$ cat config.mk
export PLATFORM = sky130hd
export DESIGN_NAME = hex_display_ctrl
export DESIGN_NICKNAME = d
export VERILOG_FILES = /design/src/rtl/hex_display_ctrl_pkg.sv /design/src/rtl/hex_display_ctrl_dec.sv /design/src/rtl/hex_display_ctrl.sv
export SDC_FILE = /design/constraint.sdc
export NUM_CORES = 1
export LEC_CHECK = 0
export CAP_MARGIN = 20
export CELL_PAD_IN_SITES_DETAIL_PLACEMENT = 0
export CELL_PAD_IN_SITES_GLOBAL_PLACEMENT = 1
export CORE_MARGIN = 5
export CORE_UTILIZATION = 39
export CTS_CLUSTER_DIAMETER = 120
export CTS_CLUSTER_SIZE = 14
export DETAILED_ROUTE_END_ITERATION = 8
export PLACE_DENSITY = 0.77
export SLEW_MARGIN = 25
export SYNTH_ARGS = -nofsm -noshare
export SYNTH_HDL_FRONTEND = slang
export SYNTH_HIERARCHICAL = 1
export SYNTH_SLANG_ARGS = --single-unit
export TNS_END_PERCENT = 100
$ cat constraint.sdc
create_clock -name clk -period 3.7 [get_ports clk]
set_input_delay 0.74 -clock clk [delete_from_list [all_inputs] [get_ports clk]]
set_output_delay 0.74 -clock clk [all_outputs]
set_load 0.02 [all_outputs]
$ cat src/rtl/hex_display_ctrl_pkg.sv
// Shared widths, blank pattern and FSM state type for the hex display controller.
package hex_display_pkg;

    localparam int unsigned SEG_W = 7;
    localparam int unsigned NIB_W = 4;

    localparam logic [SEG_W-1:0] SEG_BLANK = 7'h7F;

    typedef enum logic {
        IDLE,
        SCAN
    } state_t;

endpackage

$ cat src/rtl/hex_display_ctrl_dec.sv
// Hex nibble to active-low 7-segment pattern decoder (segment g is the MSB).
module hexTo7Seg
    import hex_display_pkg::*;
(
    input  logic [NIB_W-1:0] hex,
    output logic [SEG_W-1:0] seg
);

    always_comb begin
        seg = SEG_BLANK;
        unique case (hex)
            4'h0: seg = 7'h40;
            4'h1: seg = 7'h79;
            4'h2: seg = 7'h24;
            4'h3: seg = 7'h30;
            4'h4: seg = 7'h19;
            4'h5: seg = 7'h12;
            4'h6: seg = 7'h02;
            4'h7: seg = 7'h78;
            4'h8: seg = 7'h00;
            4'h9: seg = 7'h18;
            4'hA: seg = 7'h08;
            4'hB: seg = 7'h03;
            4'hC: seg = 7'h27;
            4'hD: seg = 7'h21;
            4'hE: seg = 7'h06;
            4'hF: seg = 7'h0E;
        endcase
    end

endmodule

$ cat src/rtl/hex_display_ctrl.sv
// Time-multiplexed hex display controller: one shared decoder scans digits MSB first.
// Optional blink of all digits when HEX_BLINK_EN is defined.
module hex_display_ctrl
    import hex_display_pkg::*;
#(
    parameter int unsigned NUM_DIGITS = 6,
    parameter int unsigned SCAN_DIV   = 1
`ifdef HEX_BLINK_EN
   ,parameter int unsigned BLINK_DIV  = 25000000
`endif
) (
    input  logic                        clk,
    input  logic                        reset,
    input  logic [NIB_W*NUM_DIGITS-1:0] value,
    input  logic                        blank_lz,
    input  logic                        valid,
    output logic                        ready,
    output logic                        busy,
    output logic                        done,
    output logic [SEG_W*NUM_DIGITS-1:0] hex_out
`ifdef HEX_BLINK_EN
   ,input  logic                        blink_en
`endif
);

    localparam int unsigned IDX_W  = (NUM_DIGITS > 1) ? $clog2(NUM_DIGITS) : 1;
    localparam int unsigned SLOT_W = (SCAN_DIV > 1) ? $clog2(SCAN_DIV) : 1;
    localparam logic [IDX_W-1:0]  IDX_TOP   = IDX_W'(NUM_DIGITS - 1);
    localparam logic [SLOT_W-1:0] SLOT_LAST = SLOT_W'(SCAN_DIV - 1);

    state_t                        state, state_nxt;
    logic [IDX_W-1:0]              idx;
    logic [SLOT_W-1:0]             slot;
    logic                          seen_nz;
    logic [NIB_W*NUM_DIGITS-1:0]   shadow;
    logic                          shadow_lz;
    logic [SEG_W*NUM_DIGITS-1:0]   digits;
    logic [NIB_W-1:0]              nibble;
    logic [SEG_W-1:0]              seg;
    logic                          slot_end;
    logic                          last_digit;
    logic                          blank_digit;

    assign nibble      = shadow[idx*NIB_W +: NIB_W];
    assign slot_end    = (slot == SLOT_LAST);
    assign last_digit  = (idx == '0);
    assign blank_digit = shadow_lz && (nibble == '0) && !seen_nz && !last_digit;

    hexTo7Seg u_dec (
        .hex (nibble),
        .seg (seg)
    );

    always_ff @(posedge clk or posedge reset) begin
        if (reset) state <= IDLE;
        else       state <= state_nxt;
    end

    always_comb begin
        state_nxt = state;
        ready     = 1'b0;
        busy      = 1'b0;
        unique case (state)
            IDLE: begin
                ready = 1'b1;
                if (valid) state_nxt = SCAN;
            end
            SCAN: begin
                busy = 1'b1;
                if (slot_end && last_digit) state_nxt = IDLE;
            end
        endcase
    end

    always_ff @(posedge clk or posedge reset) begin
        if (reset) begin
            idx       <= IDX_TOP;
            slot      <= '0;
            seen_nz   <= 1'b0;
            shadow    <= '0;
            shadow_lz <= 1'b0;
            digits    <= '1;
            done      <= 1'b0;
        end else begin
            done <= 1'b0;
            if (state == IDLE && valid) begin
                shadow    <= value;
                shadow_lz <= blank_lz;
                idx       <= IDX_TOP;
                slot      <= '0;
                seen_nz   <= 1'b0;
            end else if (state == SCAN) begin
                if (slot_end) begin
                    slot <= '0;
                    digits[idx*SEG_W +: SEG_W] <= blank_digit ? SEG_BLANK : seg;
                    seen_nz <= seen_nz | (nibble != '0);
                    if (last_digit) done <= 1'b1;
                    else            idx  <= idx - 1'b1;
                end else begin
                    slot <= slot + 1'b1;
                end
            end
        end
    end

`ifdef HEX_BLINK_EN
    localparam int unsigned BLK_W = (BLINK_DIV > 1) ? $clog2(BLINK_DIV) : 1;

    logic [BLK_W-1:0] blk_cnt;
    logic             phase;

    always_ff @(posedge clk or posedge reset) begin
        if (reset) begin
            blk_cnt <= '0;
            phase   <= 1'b1;
        end else if (blk_cnt == BLK_W'(BLINK_DIV - 1)) begin
            blk_cnt <= '0;
            phase   <= ~phase;
        end else begin
            blk_cnt <= blk_cnt + 1'b1;
        end
    end

    // Blanking only masks the pins; the digit registers keep their contents.
    assign hex_out = (blink_en && !phase) ? '1 : digits;
`else
    assign hex_out = digits;
`endif

endmodule

Word level (Yosys, flattened, before mapping)
Memory sizes are Yosys's and may differ from the RTL's.
Cells that the tools add are included.
{ "totals": {"reg_bits": 74, "rom_bits": 112, "out_inout_bits": 45, "memories": 1} }
{ "mem_list": {"columns": ["name", "depth", "width", "rd", "rd_clocked_by_memory_dff", "wr", "line_no", "source"], "rows": [
  ["(no name shown)", 16, 7, 1, 0, 0, "hex_display_ctrl_dec.sv:11", "unique case (hex)"]
]} }
{ "classes": {"addsub": 3, "multipliers": 1, "eq_ne": 2, "shift": 3, "mux": 21, "bitwise": 4, "n_reduce_logical": 14} }
{ "ops": {"columns": ["operator", "n"], "rows": [
  ["$bwmux W42", 1],
  ["$shift A7 B34 Y42 const A", 1],
  ["$shiftx A7 B34 Y42", 1],
  ["$neg A6 Y34", 1],
  ["$shiftx A24 B6 Y4", 1],
  ["$mux W1", 14],
  ["$mux W3", 4],
  ["$mux W7", 1],
  ["$mul A3 B3 Y6 const B", 1],
  ["$reduce_and A3 Y1", 2],
  ["$logic_and A1 B1 Y1", 5],
  ["$logic_not A4 Y1", 1],
  ["$ne A2 B1 Y1 const B", 2],
  ["$reduce_bool A4 Y1", 1],
  ["$logic_not A3 Y1", 1],
  ["$not A1 Y1", 3],
  ["$sub A3 B1 Y3 const B", 1],
  ["$logic_not A1 Y1", 2],
  ["$pmux W1 S2", 1],
  ["$reduce_and A2 Y1", 1],
  ["$reduce_bool A2 Y1", 1],
  ["$add A1 B1 Y1 const B", 1],
  ["$or A1 B1 Y1", 1]
]} }

Depth between registers and ports, before layout
Gate-level depths: netlist of run 1.
{ "depth": {"ltp_word": 8, "ltp_mapped": 11, "ltp_nobuf": 10} }

Cells and area by module
The synthesis of run 1 kept the hierarchy.
{ "by_module_without_submodules": {"columns": ["mod", "instances", "cells_each", "area_each_um2", "seq_area_each_um2"], "rows": [
  ["hex_display_ctrl", 1, 262, 3241.9, 1881.8],
  ["hexTo7Seg", 1, 32, 235.2, 0.0]
]} }

Worst setup path after synthesis of run 1
OpenSTA, ideal clock, no wires.
{ "synth_path": {"path_type": "register to register", "start": "register idx[0]", "end": "register digits[14] (netlist: hex_out[14])", "arrival_time_ns": 2.777, "slack_ns": 0.860, "stages_incl_launch_ff": 10, "synth_period_minus_slack_ns": 2.840, "cell_sequence": "dfstp_2 buf_2 inv_1 ha_1 ha_1 clkbuf_1 nand3_1 nor4b_2 nor3b_2 a221o_1"} }
{ "synth_between": {"elab_chain_cells": 8, "elab_cells_between_ends": 14, "cone_classes": "add/sub (1); mul (1); shift (3); mux (2); reduce/logical (6); memory (1)"} }
{ "synth_lines": {"columns": ["item", "line_no", "source"], "rows": [
  ["start, declared", "hex_display_ctrl.sv:32", "logic [IDX_W-1:0] idx;"],
  ["start signal, assigned", "hex_display_ctrl.sv:98", "else idx <= idx - 1'b1;"],
  ["parallel branches: the longest is 7 deep, another holds $neg A6 Y34", null, null],
  ["$bwmux W42 *", "hex_display_ctrl.sv:95", "digits[idx*SEG_W +: SEG_W] <= blank_digit ? SEG_BLANK : seg;"],
  ["end signal, assigned by index", "hex_display_ctrl.sv:95", null],
  ["end, declared", "hex_display_ctrl.sv:37", "logic [SEG_W*NUM_DIGITS-1:0] digits;"]
]} }
Every way passes the cells marked *.
A chain may end at the register's enable or synchronous reset.

Final worst setup path of run 1
{ "layout_path": {"start": "register idx[0]", "end": "register digits[10] (netlist: hex_out[10])"} }
{ "layout_between": {"elab_cells_between_ends": 14, "cone_classes": "add/sub (1); mul (1); shift (3); mux (2); reduce/logical (6); memory (1)"} }
{ "layout_rtl": {"columns": ["item", "line_no", "source"], "rows": [
  ["$shiftx A24 B6 Y4", "hex_display_ctrl.sv:44", "assign nibble = shadow[idx*NIB_W +: NIB_W];"],
  ["named net nibble[0]", "hex_display_ctrl.sv:38", "logic [NIB_W-1:0] nibble;"],
  ["$mem_v2 Z16 W7", null, null],
  ["named net seg[3]", "hex_display_ctrl.sv:39", "logic [SEG_W-1:0] seg;"],
  ["$mux W7", "hex_display_ctrl.sv:95", null],
  ["$shiftx A7 B34 Y42", "hex_display_ctrl.sv:95", null],
  ["$bwmux W42", "hex_display_ctrl.sv:95", null]
]} }
The timed path passes the listed nets, and every way through them passes these cells.

==> out/qor.yml, run 1 <==
clock_tree:
  cts_tree: "yes"
  h-tree-depth: 3
  root_buffer: "clkbuf_8"
  post_cts_buffers: 0
  clk_pin_slew_ps: 80
  hold_buffers: 0
  clock_path_buffers: 2
  cts_resized: 0
  cts_made_buffers: 9
  clock_latency_ps: 350
  clock_sinks: 73
yosys:
  seq_area_frac_synth: 0.5412
  synth_area_um2: 3477
  syn_inst: 294
  synth_edf_count: 0
  yosys_most_used_dff: "dfstp_2"
  async_flop_share: 1.000
  synth_seq_cells: 73
  synth_nets: 332
  syn_area_per_cell_um2: 11.83
  yosysWarnings: 6
  synth_cell_types: 40
route:
  wl_per_cell_um: 17.33
  routed_via_density: 5.335
  drt_first_iter_violations: 115
  ant_nets: 0
  vias: 2593
  dr.pass1.iters: 4
  routed_wl_um: 8424
  drc: 0
worst_setup_path:
  critical_path.top_delay_family: "compound AO/OA/AOI/OAI gates"
  cpMostUsedCell: "inv_1"
  worstPathArrival_ps: 3600
  crit_chain: "mux2_2 > a222oi_1 > inv_1 > inv_1 > ha_1 > mux2i_1 > o21ai_0 > nor2_1 > a22oi_1"
  cpPeakStageDelay_ps: 840
  worst-r2r-setup-slack_ps: 370
  critPathRequiredTime_ps: 3970
  crit_buf_inv: 2
  worstReg2RegEnd: "hex_out[10]"
  crit_type: "flip-flop to flip-flop"
  r2r_cells: 9
  start_kind: "flip-flop"
  r2r_start: "idx[0]"
  cpMaxStageDelayCell: "dfstp_2"
  endpoint_kind: "flip-flop"
  path_max_fanout: 22
global_routing:
  grt_pass1_vias: 2694
  overflow: 0
  grt_max_degree: 32
  antenna_found_initial: 0
  grt_pass1_wl_um: 14390
  grtUsageTotal: 0.1625
pwr:
  peakVddDrop_uv: 482.1
  p_leak_nw: 1.862
  pwr-share-comb: 0.550
  powerDensity_nw_per_um2: 1076
  seqPwrFrac: 0.321
  power_frac_clock: 0.129
  p_sw_mw: 2.056
  netSwitchingFraction: 0.4228
  internal-power_mw: 2.807
place:
  dp_hpwl_um: 6025
  io_buffers: 72
  dp.cells: 470
  place_congestion: 0.7497
final_layout:
  area_growth_pct: 30.01
  layout-drive-gt1-share: 0.3042
  fin_cells: 486
  num_antenna_cells: 0
  final_nets: 411
  final_core_utilization: 0.5184
sta:
  period_needed_ps: 3330
  maxClockFrequency_mhz: 300.3
  finalSetupViolations: 0
  tightest_slew_ps: 842.0
  tns_ps: 0
  final_hold_viol_count: 0
  finalClockSkew_ps: 7.789
  finalCritPeriodShare: 0.9001
  slew-limit-headroom: 0.4327
  drv_slew: 0
  rsz0062_at_grt: "no"
die:
  rows: 34
  die_w_um: 104.4
  core_area_um2: 8721
  boundaryPins: 73
  die_area_um2: 10900
  start_util: 0.3987
  dieHeight_um: 104.4
worst_hold_path:
  min_to: "hex_out[12]"
  hp-start: "hex_out[12]"
  hold_path_depth: 2
  hold_class: "flip-flop to flip-flop"
job:
  drv_cap: 0
run_status:
  outcome: "finished, final reports clean"
-- final cells by class --
cell class	count	area, um^2
Timing Repair Buffer	82	795.8
Multi-Input combinational cell	194	1464
Clock inverter	5	53.80
Tap cell	108	135.1
Sequential cell	73	1882
Clock buffer	11	141.4
Inverter	13	48.80
Fill cell	774	4200
-- power by group through the flow --
stage                     clock network (mW)  logic, mW  registers, mW
after floorplan                            0       1.53           1.72
after global placement                     0       2.61           1.58
after detailed placement                   0       2.67           1.58
after CTS                              0.639       2.68           1.57
after global routing                   0.678       2.92           1.62
final                                  0.628       2.68           1.56
-- worst reg2reg max path, delay by kind of cell, from the launching register on --
kind | cells | cell delay [ps]
simple gates | 1 | 110
buf+inv | 2 | 390
compound gates | 3 | 1270
mux | 2 | 470
flops | 1 | 840
fa+ha+maj | 1 | 170
-- sequential cells by signal (all words and copies together) (netlist names) --
| name | flops |
|---|---|
| state | 1 |
| hex_out | 42 |
| seen_nz | 1 |
| shadow_lz | 1 |
| shadow | 24 |
| idx | 3 |
| done | 1 |
-- metal layers --
| metal | vias to the layer above | GRT usage | wire [um] |
|---|---|---|---|
| met5 | - | 0 | 0 |
| met4 | 0 | 0.06475 | 129 |
| met3 | 11 | 0.02731 | 360 |
| met2 | 51 | 0.2557 | 4038 |
| met1 | 1305 | 0.2225 | 3896 |
| li1 | 1226 | - | - |
-- worst max-delay path by stage --
stage                       from     endpoint  slack (ps)  cells after the start
after global placement    idx[0]  hex_out[21]         560                      6
final                     idx[0]  hex_out[10]         370                      9
after global routing      idx[0]  hex_out[10]         140                      9
after floorplan           idx[0]  hex_out[14]         860                      9
after CTS                 idx[0]  hex_out[14]         400                      6
after detailed placement  idx[0]  hex_out[14]         420                      6
-- cell usage in the layout (no fill, tap or decap), drive strengths merged, types with 2 or more instances in the layout --
cell type,synthesis,routed
clkdlybuf4s50,0,72
dfstp,44,44
nor2,38,38
mux2,37,37
dfrtp,29,29
a21oi,24,24
nand2,15,15
a221o,14,14
inv,13,14
clkbuf,8,11
ha,10,10
buf,6,10
a22oi,8,8
o22a,7,7
o21ai,7,7
nor2b,4,4
a222oi,3,3
nand2b,3,3
nand3,3,3
mux2i,3,3
nand4b,2,2
and2,2,2
nor3b,2,2
clkinv,0,2
nand4,2,2
-- stage by stage --
step	area, um^2	total power [mW]	setup WS (ps)	hold WS [ps]
CTS	4521	4.886	398.8	495.7
global route	4521	5.220	136.7	517.3
finish	4521	4.863	369.8	494.6
detailed placement	4325	4.245	415.4	484.3
floorplan	3477	3.250	860.0	473.3
global placement	4325	4.190	564.7	484.7
-- cell usage after synthesis (2+ instances only) --
cell type,instances,area share
nor2b_1,4,0.0072
o21ai_0,5,0.0072
o22a_1,7,0.018
ha_1,10,0.036
nand2b_1,3,0.0054
clkbuf_1,8,0.0086
nor3b_2,2,0.0072
dfrtp_1,29,0.21
mux2_2,35,0.11
nand2_1,15,0.016
mux2i_1,3,0.0086
nand4b_1,2,0.0050
buf_2,2,0.0029
a22oi_1,8,0.017
dfstp_2,44,0.33
a222oi_1,3,0.0086
inv_1,12,0.013
buf_6,4,0.013
a221o_1,14,0.040
and2_1,2,0.0036
a21oi_1,24,0.035
nor2_1,38,0.041
nand3_1,3,0.0043
-- kinds of logic (layout without fill, tap and decap cells) --
kind of cell,after synthesis,after routing,synth area share
DFF,73,73,0.5412
adders and majority gates,10,10,0.03598
muxes,41,41,0.1371
and+or+nand+nor,76,76,0.1083
AOI/OAI and AO/OA,67,67,0.1389
buffers and inverters,27,111,0.03850
No activity file was read; power rests on OpenSTA's default activity.
==> run 2: changes to the inputs <==
--- a/config.mk
+++ b/config.mk
@@ -11,7 +11,6 @@
 export CORE_MARGIN = 5
 export CORE_UTILIZATION = 39
 export CTS_CLUSTER_DIAMETER = 120
-export CTS_CLUSTER_SIZE = 14
 export DETAILED_ROUTE_END_ITERATION = 8
 export PLACE_DENSITY = 0.77
 export SLEW_MARGIN = 25
==> results of run 2 <==
No change in the layout: final DEF, timing and power equal those of run 1.
==> run 3: changes to the inputs <==
--- a/config.mk
+++ b/config.mk
@@ -8,7 +8,6 @@
 export CAP_MARGIN = 20
 export CELL_PAD_IN_SITES_DETAIL_PLACEMENT = 0
 export CELL_PAD_IN_SITES_GLOBAL_PLACEMENT = 1
-export CORE_MARGIN = 5
 export CORE_UTILIZATION = 39
 export CTS_CLUSTER_DIAMETER = 120
 export DETAILED_ROUTE_END_ITERATION = 8
==> out/qor.yml, run 3 (synthesis gave the netlist of run 1 again) <==
run_status:
  outcome: "finished, final reports clean"
worst_setup_path:
  worstPathArrival_ps: 3420  # -180 ps
  critPathRequiredTime_ps: 3980  # about the same
  start_kind: "flip-flop"
  r2r_start: "idx[0]"
  worst-r2r-setup-slack_ps: 550  # +180 ps
  path_max_fanout: 13  # -41%
  cpMaxStageDelayCell: "dfstp_2"
  cpPeakStageDelay_ps: 720  # -120 ps
  crit_type: "flip-flop to flip-flop"
  crit_chain: "mux2_2 > a222oi_1 > inv_1 > ha_1 > mux4_1 > a221o_1"
  r2r_cells: 6  # -3
  worstReg2RegEnd: "hex_out[14]"
  endpoint_kind: "flip-flop"
pwr:
  p_leak_nw: 1.874  # +0.66%
  pwr-share-comb: 0.547  # -0.003
  seqPwrFrac: 0.318  # -0.003
  netSwitchingFraction: 0.4167  # -0.006074
  powerDensity_nw_per_um2: 1074  # -0.15%
  p_sw_mw: 2.031  # -1.2%
  internal-power_mw: 2.843  # +1.3%
  power_mw: 4.874  # +0.24%
  power_frac_clock: 0.135  # +0.006
  peakVddDrop_uv: 482.6  # +0.11%
clock_tree:
  clock_latency_ps: 350  # about the same
  root_buffer: "clkbuf_8"
  clock_path_buffers: 2  # unchanged
  post_cts_buffers: 0  # unchanged
  cts_made_buffers: 9  # unchanged
  hold_buffers: 0  # unchanged
  clock_sinks: 73  # unchanged
  cts_resized: 0  # unchanged
  clk_pin_slew_ps: 80  # about the same
  cts_tree: "yes"
  h-tree-depth: 3  # unchanged
die:
  start_util: 0.4007  # +0.001954
  rows: 34  # unchanged
  die_w_um: 96.42  # -7.7%
  core_area_um2: 8678  # -0.49%
  boundaryPins: 73  # unchanged
  die_area_um2: 9297  # -15%
  dieHeight_um: 96.42  # -7.7%
route:
  routed_via_density: 5.302  # -0.62%
  drt_first_iter_violations: 110  # -4.3%
  dr.pass1.iters: 6  # +2
  drc: 0  # unchanged
  wl_per_cell_um: 16.52  # -4.7%
  vias: 2577  # -0.62%
  ant_nets: 0  # unchanged
  routed_wl_um: 8030  # -4.7%
worst_hold_path:
  min_to: "hex_out[9]"
  hp-start: "hex_out[9]"
  hold_class: "flip-flop to flip-flop"
  hold_path_depth: 2  # unchanged
place:
  dp_hpwl_um: 5641  # -6.4%
  dp.cells: 470  # unchanged
  place_congestion: 0.8231  # +9.8%
  pre_cts_ws_ps: 579.9  # +164.5 ps
  placedInstanceArea_um2: 4325  # unchanged
  io_buffers: 72  # unchanged
sta:
  period_needed_ps: 3146  # -184.6 ps
  worst_slack_ps: 554.4  # +184.6 ps
  final_hold_viol_count: 0  # unchanged
  finalClockSkew_ps: 9.454  # +1.665 ps
  drv_slew: 0  # unchanged
  rsz0062_at_grt: "no"
  finalCritPeriodShare: 0.8502  # -0.04989
  slew-limit-headroom: 0.3891  # -0.04364
  holdWs_ps: 498.2  # +3.580 ps
  tightest_slew_ps: 916.4  # +74.36 ps
  tns_ps: 0  # unchanged
  maxClockFrequency_mhz: 317.9  # +5.9%
  finalSetupViolations: 0  # unchanged
global_routing:
  grtUsageTotal: 0.1923  # +0.02980
  overflow: 0  # unchanged
  antenna_found_initial: 0  # unchanged
  grt_pass1_wl_um: 13280  # -7.7%
  grt_max_degree: 74  # +130%
  grt_pass1_vias: 2557  # -5.1%
final_layout:
  final_nets: 411  # unchanged
  num_antenna_cells: 0  # unchanged
  layout-drive-gt1-share: 0.3069  # +0.002646
  final_core_utilization: 0.5229  # +0.004560
  layout_common_cells: "72 x clkdlybuf4s50_1, 44 x dfstp_2, 38 x nor2_1"
  fin_cells: 486  # unchanged
  area_growth_pct: 30.51
  largest_reg_flops: 42  # unchanged
  design_area_um2: 4538  # +0.39%
  final_common_cell: "clkdlybuf4s50_1"
job:
  drv_cap: 0  # unchanged
## run 3: how the worst max path moves through the flow
stage | startpoint | end | slack [ps]
after floorplan | idx[0] | hex_out[14] | 860
after global placement | idx[0] | hex_out[14] | 680
after detailed placement | idx[0] | hex_out[14] | 580
after CTS | idx[0] | hex_out[14] | 560
after global routing | idx[0] | hex_out[17] | 410
final | idx[0] | hex_out[14] | 550
## run 3: layout make-up
cell class                      instances  area (um^2)
Sequential cell                        73         1882
Fill cell                             770         4140
Tap cell                              108        135.1
Clock inverter                          6        63.81
Multi-Input combinational cell        194         1464
Clock buffer                           10        148.9
Timing Repair Buffer                   82        795.8
Inverter                               13        48.80
## run 3: worst max-delay path: cells and delay by family, from the launching register on
kind / cells / cell delay [ps]
AO/OA/AOI/OAI: 2 / 790
adder cells (fa/ha/maj): 1 / 290
buffers and inverters: 1 / 220
flip-flops: 1 / 720
multiplexers: 2 / 1050
## run 3: power by group through the flow
stage | clock [mW] | sequential (mW) | combinational, mW
after detailed placement | 0 | 1.56 | 2.67
after global placement | 0 | 1.57 | 2.64
after floorplan | 0 | 1.72 | 1.53
after global routing | 0.717 | 1.60 | 2.93
final | 0.660 | 1.55 | 2.67
after CTS | 0.672 | 1.55 | 2.68
## run 3: layer usage
metal  vias to the layer above  routed length (um)  part of all wire  global-route usage
li1                       1229                   -                 -                   -
met1                      1298                4008              0.50              0.2765
met2                        40                3688              0.46              0.2855
met3                        10                 209             0.026             0.03130
met4                         0                 123             0.015             0.08578
met5                         -                   0                 0                   0
